==> config.mk <==
export PLATFORM = sky130hd
export DESIGN_NAME = beat_detector
export DESIGN_NICKNAME = d
export VERILOG_FILES = /design/src/rtl/beat_detector.sv
export SDC_FILE = /design/constraint.sdc
export NUM_CORES = 1
export LEC_CHECK = 0
export CAP_MARGIN = 40
export CORE_MARGIN = 3
export CORE_UTILIZATION = 55
export DETAILED_ROUTE_END_ITERATION = 16
export PLACE_DENSITY = 0.82
export RECOVER_POWER = 50
export SYNTH_ARGS = -nofsm -noshare
export SYNTH_HDL_FRONTEND = slang
export SYNTH_SLANG_ARGS = --single-unit
==> constraint.sdc <==
create_clock -name clk -period 2.3 [get_ports clk]
set_input_delay 0.23 -clock clk [delete_from_list [all_inputs] [get_ports clk]]
set_output_delay 0.23 -clock clk [all_outputs]
set_load 0.01 [all_outputs]
==> src/rtl/beat_detector.sv <==
// beat_detector: debounced intrinsic-heartbeat sense detector.
// Resynchronises sense_in, accepts a beat after DEBOUNCE_CYC consecutive
// high samples and blanks for REFRACT_CYC cycles after each beat. It then
// waits for the sense level to drop before it can accept the next beat.
// Optional interval measurement is enabled by defining BEAT_INTERVAL_MEAS_EN;
// without it, interval and interval_valid are tied to 0.
module beat_detector #(
  parameter int SYNC_STAGES  = 2,
  parameter int DEBOUNCE_CYC = 4,
  parameter int REFRACT_CYC  = 200,
  parameter int CNT_W        = 16
) (
  input  logic             clk,
  input  logic             rst_n,
  input  logic             ena,
  input  logic             sense_in,
  output logic             beat_pulse,
  output logic             in_refractory,
  output logic [CNT_W-1:0] interval,
  output logic             interval_valid
);

  typedef enum logic [1:0] {IDLE, DEBOUNCE, REFRACT, REARM} state_t;

  localparam logic [7:0]  DEB_LAST = 8'(DEBOUNCE_CYC);
  localparam logic [15:0] REF_LOAD = 16'(REFRACT_CYC);

  logic [SYNC_STAGES-1:0] sync_q, sync_d;
  logic                   s;
  state_t                 state_q, state_d;
  logic [7:0]             deb_cnt_q, deb_cnt_d;
  logic [15:0]            ref_cnt_q, ref_cnt_d;
  logic                   beat_pulse_q, beat_pulse_d;
  logic                   in_refr_q, in_refr_d;

  // Shift the raw pin into the synchroniser chain; only the last stage is used.
  always_comb begin
    sync_d = {sync_q[SYNC_STAGES-2:0], sense_in};
  end

  assign s = sync_q[SYNC_STAGES-1];

  // Next-state logic: debounce, refractory blanking and re-arm on a low level.
  always_comb begin
    state_d      = state_q;
    deb_cnt_d    = deb_cnt_q;
    ref_cnt_d    = ref_cnt_q;
    beat_pulse_d = 1'b0;
    in_refr_d    = (state_q == REFRACT);
    if (!ena) begin
      state_d   = IDLE;
      deb_cnt_d = 8'd0;
      ref_cnt_d = 16'd0;
      in_refr_d = 1'b0;
    end else begin
      case (state_q)
        IDLE: begin
          if (s) begin
            if (DEB_LAST == 8'd1) begin
              beat_pulse_d = 1'b1;
              state_d      = REFRACT;
              ref_cnt_d    = REF_LOAD;
              deb_cnt_d    = 8'd0;
            end else begin
              state_d   = DEBOUNCE;
              deb_cnt_d = 8'd1;
            end
          end
        end
        DEBOUNCE: begin
          if (!s) begin
            state_d   = IDLE;
            deb_cnt_d = 8'd0;
          end else if (deb_cnt_q + 8'd1 == DEB_LAST) begin
            beat_pulse_d = 1'b1;
            state_d      = REFRACT;
            ref_cnt_d    = REF_LOAD;
            deb_cnt_d    = 8'd0;
          end else begin
            deb_cnt_d = deb_cnt_q + 8'd1;
          end
        end
        REFRACT: begin
          if (ref_cnt_q <= 16'd1) begin
            state_d   = REARM;
            ref_cnt_d = 16'd0;
          end else begin
            ref_cnt_d = ref_cnt_q - 16'd1;
          end
        end
        REARM: begin
          if (!s) state_d = IDLE;
        end
        default: state_d = IDLE;
      endcase
    end
  end

  // State, counters and registered outputs; reset aborts any beat in progress.
  always_ff @(posedge clk or negedge rst_n) begin
    if (!rst_n) begin
      sync_q       <= '0;
      state_q      <= IDLE;
      deb_cnt_q    <= 8'd0;
      ref_cnt_q    <= 16'd0;
      beat_pulse_q <= 1'b0;
      in_refr_q    <= 1'b0;
    end else begin
      sync_q       <= sync_d;
      state_q      <= state_d;
      deb_cnt_q    <= deb_cnt_d;
      ref_cnt_q    <= ref_cnt_d;
      beat_pulse_q <= beat_pulse_d;
      in_refr_q    <= in_refr_d;
    end
  end

  assign beat_pulse    = beat_pulse_q;
  assign in_refractory = in_refr_q;

`ifdef BEAT_INTERVAL_MEAS_EN
  logic [CNT_W-1:0] cnt_q, cnt_d;
  logic [CNT_W-1:0] interval_q, interval_d;
  logic             valid_q, valid_d;
  logic             first_q, first_d;

  // Saturating beat-to-beat counter; the first beat only restarts the count.
  always_comb begin
    cnt_d      = cnt_q;
    interval_d = interval_q;
    valid_d    = valid_q;
    first_d    = first_q;
    if (!ena) begin
      valid_d = 1'b0;
      first_d = 1'b0;
    end else if (beat_pulse_d) begin
      if (first_q) begin
        interval_d = cnt_q;
        valid_d    = 1'b1;
      end
      first_d = 1'b1;
      cnt_d   = CNT_W'(1);
    end else if (cnt_q != {CNT_W{1'b1}}) begin
      cnt_d = cnt_q + CNT_W'(1);
    end
  end

  // Interval measurement registers.
  always_ff @(posedge clk or negedge rst_n) begin
    if (!rst_n) begin
      cnt_q      <= '0;
      interval_q <= '0;
      valid_q    <= 1'b0;
      first_q    <= 1'b0;
    end else begin
      cnt_q      <= cnt_d;
      interval_q <= interval_d;
      valid_q    <= valid_d;
      first_q    <= first_d;
    end
  end

  assign interval       = interval_q;
  assign interval_valid = valid_q;
`else
  assign interval       = '0;
  assign interval_valid = 1'b0;
`endif

endmodule
---- Yosys cells after proc, flatten, opt, wreduce, memory -nomap -nowiden ----
Index checks and enable logic that the tools add are counted.
cells by class
  reduce and logical (&&, ||, !) cells .... 4
  order comparisons ....................... 1
  muxes and demuxes ....................... 22
  add/sub/neg operators ................... 2
  equality and inequality tests ........... 12
operators with widths
  cell                     number
  $mux W16                 4
  $mux W8                  4
  $pmux W16 S2             1
  $le A16 B1 Y1 const B    1
  $pmux W8 S2              1
  $sub A16 B1 Y16 const B  1
  $mux W2                  6
  $ne A3 B3 Y1 const B     4
  $add A8 B1 Y8 const B    1
  $eq A8 B3 Y1 const B     1
  $pmux W2 S4              1
  $ne A3 B1 Y1 const B     2
  $mux W1                  5
  $eq A2 B2 Y1 const B     2
  $ne A4 B4 Y1 const B     1
  $reduce_and A4 Y1        1
  $ne A3 B2 Y1 const B     1
  $reduce_and A3 Y1        1
  $eq A2 B1 Y1 const B     1
  $logic_not A2 Y1         1
  $reduce_and A2 Y1        1
word-level totals
  input port bits ......................... 4
  register bits after elaboration ......... 30
  word-level logic and storage cells ...... 47

---- Depth between registers and ports, before layout ----
  depth in word-level cells ............... 6
  mapped depth ............................ 7
  gate-level depth less buffers ........... 7

---- Least setup slack after synthesis ----
Ideal clock, no wire load.
  kind .................................... register to register
  start point ............................. reg deb_cnt_q[0]
  end point ............................... reg ref_cnt_q[5]
  clock period less this slack ............ 2.025 ns
  data required time ...................... 2.169 ns
  data arrival time ....................... 1.894 ns
  slack ................................... 0.275 ns
  buffers on the path ..................... 1
  stages on the path, launching flop included .. 8
  cells stage by stage .................... dfrtp_1 ha_1 and3_4 and3_4 o32a_4 o311ai_4 buf_6 o211ai_1
between the ends
  word-level cells in the longest chain between the ends .. 4
RTL lines
  element                             RTL line  source
  start: declaration                  31        logic [7:0] deb_cnt_q, deb_cnt_d;
  start signal: assignment            111       deb_cnt_q <= deb_cnt_d;
  $add A8 B1 Y8                       74        end else if (deb_cnt_q + 8'd1 == DEB_LAST) begin
  $eq A8 B3 Y1                        74
  $ne A3 B3 Y1 (no source line)       -
  $reduce_and A3 Y1 (no source line)  -
  end signal: assignment              112       ref_cnt_q <= ref_cnt_d;
  end: declaration                    32        logic [15:0] ref_cnt_q, ref_cnt_d;
No other way between the ends.
A chain may end at the register's enable or synchronous reset.

---- Worst setup path in the final report ----
  start point ............................. reg deb_cnt_q[0]
  end point ............................... reg ref_cnt_q[1]
Same word-level chain as after synthesis.

==> impl_metrics.csv <==
group,metric,value,unit
clock_tree,tritoncts,"done",
finish,num-fill-cells,265,
finish,drive_gt1_share,11.1,%
finish,stdcell_count,269,
finish,final_common_cell,"dfrtp_1",
logic_synthesis,synth_xor_area_share,2.32,%
power_and_ir_drop,vdd_drop_max,0.308,mV
sta,hold_ws,0.355,ns
setup_path,cp-end-kind,"flip-flop",
placement,place.gp.congestion,0.849,
routing,drt_iter0_markers,73,
hold_path,min_path_cells,0,
logic_synthesis,syn_area_per_cell,9.13,um2
logic_synthesis,synth_warnings,0,
global_routing,grt_pass1_vias,1476,
placement,dp.cells,262,
sta,layout_setup_ws,0.116,ns
setup_path,reg2reg_depth,7,
clock_tree,clk_transition_reported_paths,0.09,ns
setup_path,crit_family,"compound AO/OA/AOI/OAI gates",
hold_path,hold_class,"flip-flop to flip-flop",
routing,via_per_inst,5.75,
logic_synthesis,ys.flop_type,"dfrtp_1",
logic_synthesis,synth-seq-cells,30,
outcome,outcome,"complete, but fails checks",
power_and_ir_drop,p_total,0.890,mW
finish,synthToLayoutAreaGrowth,7.35,%
floorplan,start_util,59.9,%
setup_path,crit_top_cell,"and3_4",
finish,design_area,2030,um2
logic_synthesis,postSynth.asyncResetShare,100,%
floorplan,die_x,64.6,um
global_routing,overflow,0,
hold_path,hold_start,"sync_q[0]",
setup_path,r2r_setup_slack,0.12,ns
sta,fmax,458,MHz
run,max-cap-violations,1,
routing,ant_nets,0,
logic_synthesis,synth_area,1890,um2
clock_tree,ctsHoldBuffers,0,
global_routing,grt_max_degree,31,
placement,placement.io_buffers,5,
placement,place_area,1990,um2
setup_path,worstPathMaxFanout,13,
setup_path,crit_cells,7,
global_routing,antenna_found_initial,0,
setup_path,rr_startpoint,"deb_cnt_q[0]",
power_and_ir_drop,p_leak,0.875,nW
global_routing,track_usage,20.5,%
logic_synthesis,syn_inst,207,
placement,dpl.hpwl,2810,um
logic_synthesis,synth.distinct_cells,47,
logic_synthesis,synth_compound_area_share,21.3,%
setup_path,critPathKind,"flip-flop to flip-flop",
sta,setup_tns,0,ns
routing,vias,1547,
floorplan,num_rows,20,
sta,clock_skew,0.0122,ns
setup_path,crit_slowest_cell,"dfrtp_1",
sta,relSlewSlack,-8.47,%
sta,drv_slew,31,
global_routing,grt_first_pass_wirelength,6710,um
power_and_ir_drop,p_per_area,439,nW/um2
setup_path,worstPathArrival,2.39,ns
clock_tree,cts_root_buf,"clkbuf_4",
placement,dp_slack,0.141,ns
sta,period_share,95.0,%
sta,rsz0062_at_grt,"false",
finish,finalNetCount,233,
floorplan,die-area,4170,um2
setup_path,cp-start-kind,"flip-flop",
routing,drc,0,
hold_path,whs_endpoint,"sync_q[1]",
logic_synthesis,synthAdderAreaFrac,2.65,%
finish,seqCellArea,751,um2
finish,multi_input_comb_area,988,um2
logic_synthesis,synth_edf_count,0,
routing,totalWireLength,3850,um
clock_tree,htree_levels,2,
outcome,violations,"max-capacitance violations, max-slew violations",
sta,setup_viol,0,
finish,n_antenna_cell,0,
floorplan,die_h,64.6,um
logic_synthesis,yosys.area_share.simple,22.2,%
finish,finalCoreUtilization,64.3,%
setup_path,crit_buf_inv,1,
clock_tree,post_cts_buffers,0,
sta,fin_crit,2.18,ns
logic_synthesis,ys_seq_area_share,39.7,%
clock_tree,clk_latency,0.33,ns
setup_path,worstPathRequired,2.51,ns
sta,hold_violations,0,
sta,worst_slew_pin_slew,1.63,ns
setup_path,path_cells,"ha_1, and3_4, and3_4, o32a_4, o311ai_4, buf_4, o22ai_1",
routing,wl_per_cell,14.3,um
logic_synthesis,synth_top_family_by_area,"simple AND/OR/NAND/NOR gates",
floorplan,core-area,3150,um2
clock_tree,clockBufferDepth,2,
setup_path,timing.rr.end,"ref_cnt_q[1]",
setup_path,cpPeakStageDelay,0.44,ns
finish,final_cell_mix,"dfrtp_1, o21ai_0, conb_1",
routing,dr.pass1.iters,4,
clock_tree,numClockSinks,30,
logic_synthesis,synthMuxAreaShare,0.530,%
clock_tree,cts_inserted_buffers,5,
clock_tree,post_cts_resized,0,
floorplan,io_pins,23,
## cell type report
type                    instances  share of cell area (%)
repair buffers                 16                    6.35
well taps                      44                    2.71
flip-flops and latches         30                    37.0
multi-input cells             156                    48.7
inverters                      16                    2.96
clock buffers                   7                    2.22
## cell usage after synthesis, types with 6 or more instances
cell     count  area (um2)
nor3_1       6        30.0
nand2_1     11        41.3
buf_4       17         128
nand3_1      6        30.0
a21oi_1     11        55.1
a31oi_1      6        37.5
dfrtp_1     30         751
nand4_1      8        50.1
o21ai_0     23         115
nor2_1      12        45.0
inv_1       16        60.1
## metal layers
layer	global-route usage [%]	share of wire (%)
met1	29.7	49
met2	30.7	44
met3	3.81	6.1
met4	7.12	1.0
met5	0	0
## flip-flops by register name (all words and copies together), names as in the netlist
name and flops:
sync_q 2, ref_cnt_q 16, in_refractory 1, beat_pulse 1, deb_cnt_q 8, state_q 2
## worst max path at each step
stage	endpoint	slack (ns)	startpoint
2_1_floorplan	ref_cnt_q[5]	0.28	deb_cnt_q[0]
3_3_place_gp	ref_cnt_q[1]	0.20	deb_cnt_q[0]
3_5_place_dp	ref_cnt_q[12]	0.14	deb_cnt_q[0]
4_1_cts	ref_cnt_q[1]	0.12	deb_cnt_q[0]
5_1_grt	ref_cnt_q[2]	0.01	deb_cnt_q[0]
6_report	ref_cnt_q[1]	0.12	deb_cnt_q[0]
## cell families (layout without fill, tap and decap cells)
kind of cell    Yosys count  count (layout)
simple gates             68              68
compound gates           61              61
buf+inv                  37              39
flops                    30              30
xor+xnor                  5               5
fa+ha+maj                 4               4
other cells               1              17
mux                       1               1
## power breakdown
group | internal [mW] | switching, mW
registers | 0.531 | 0.00610
clock network | 0.115 | 0.178
logic | 0.0160 | 0.0436
total | 0.662 | 0.227
No activity file was read; power rests on OpenSTA's default activity.
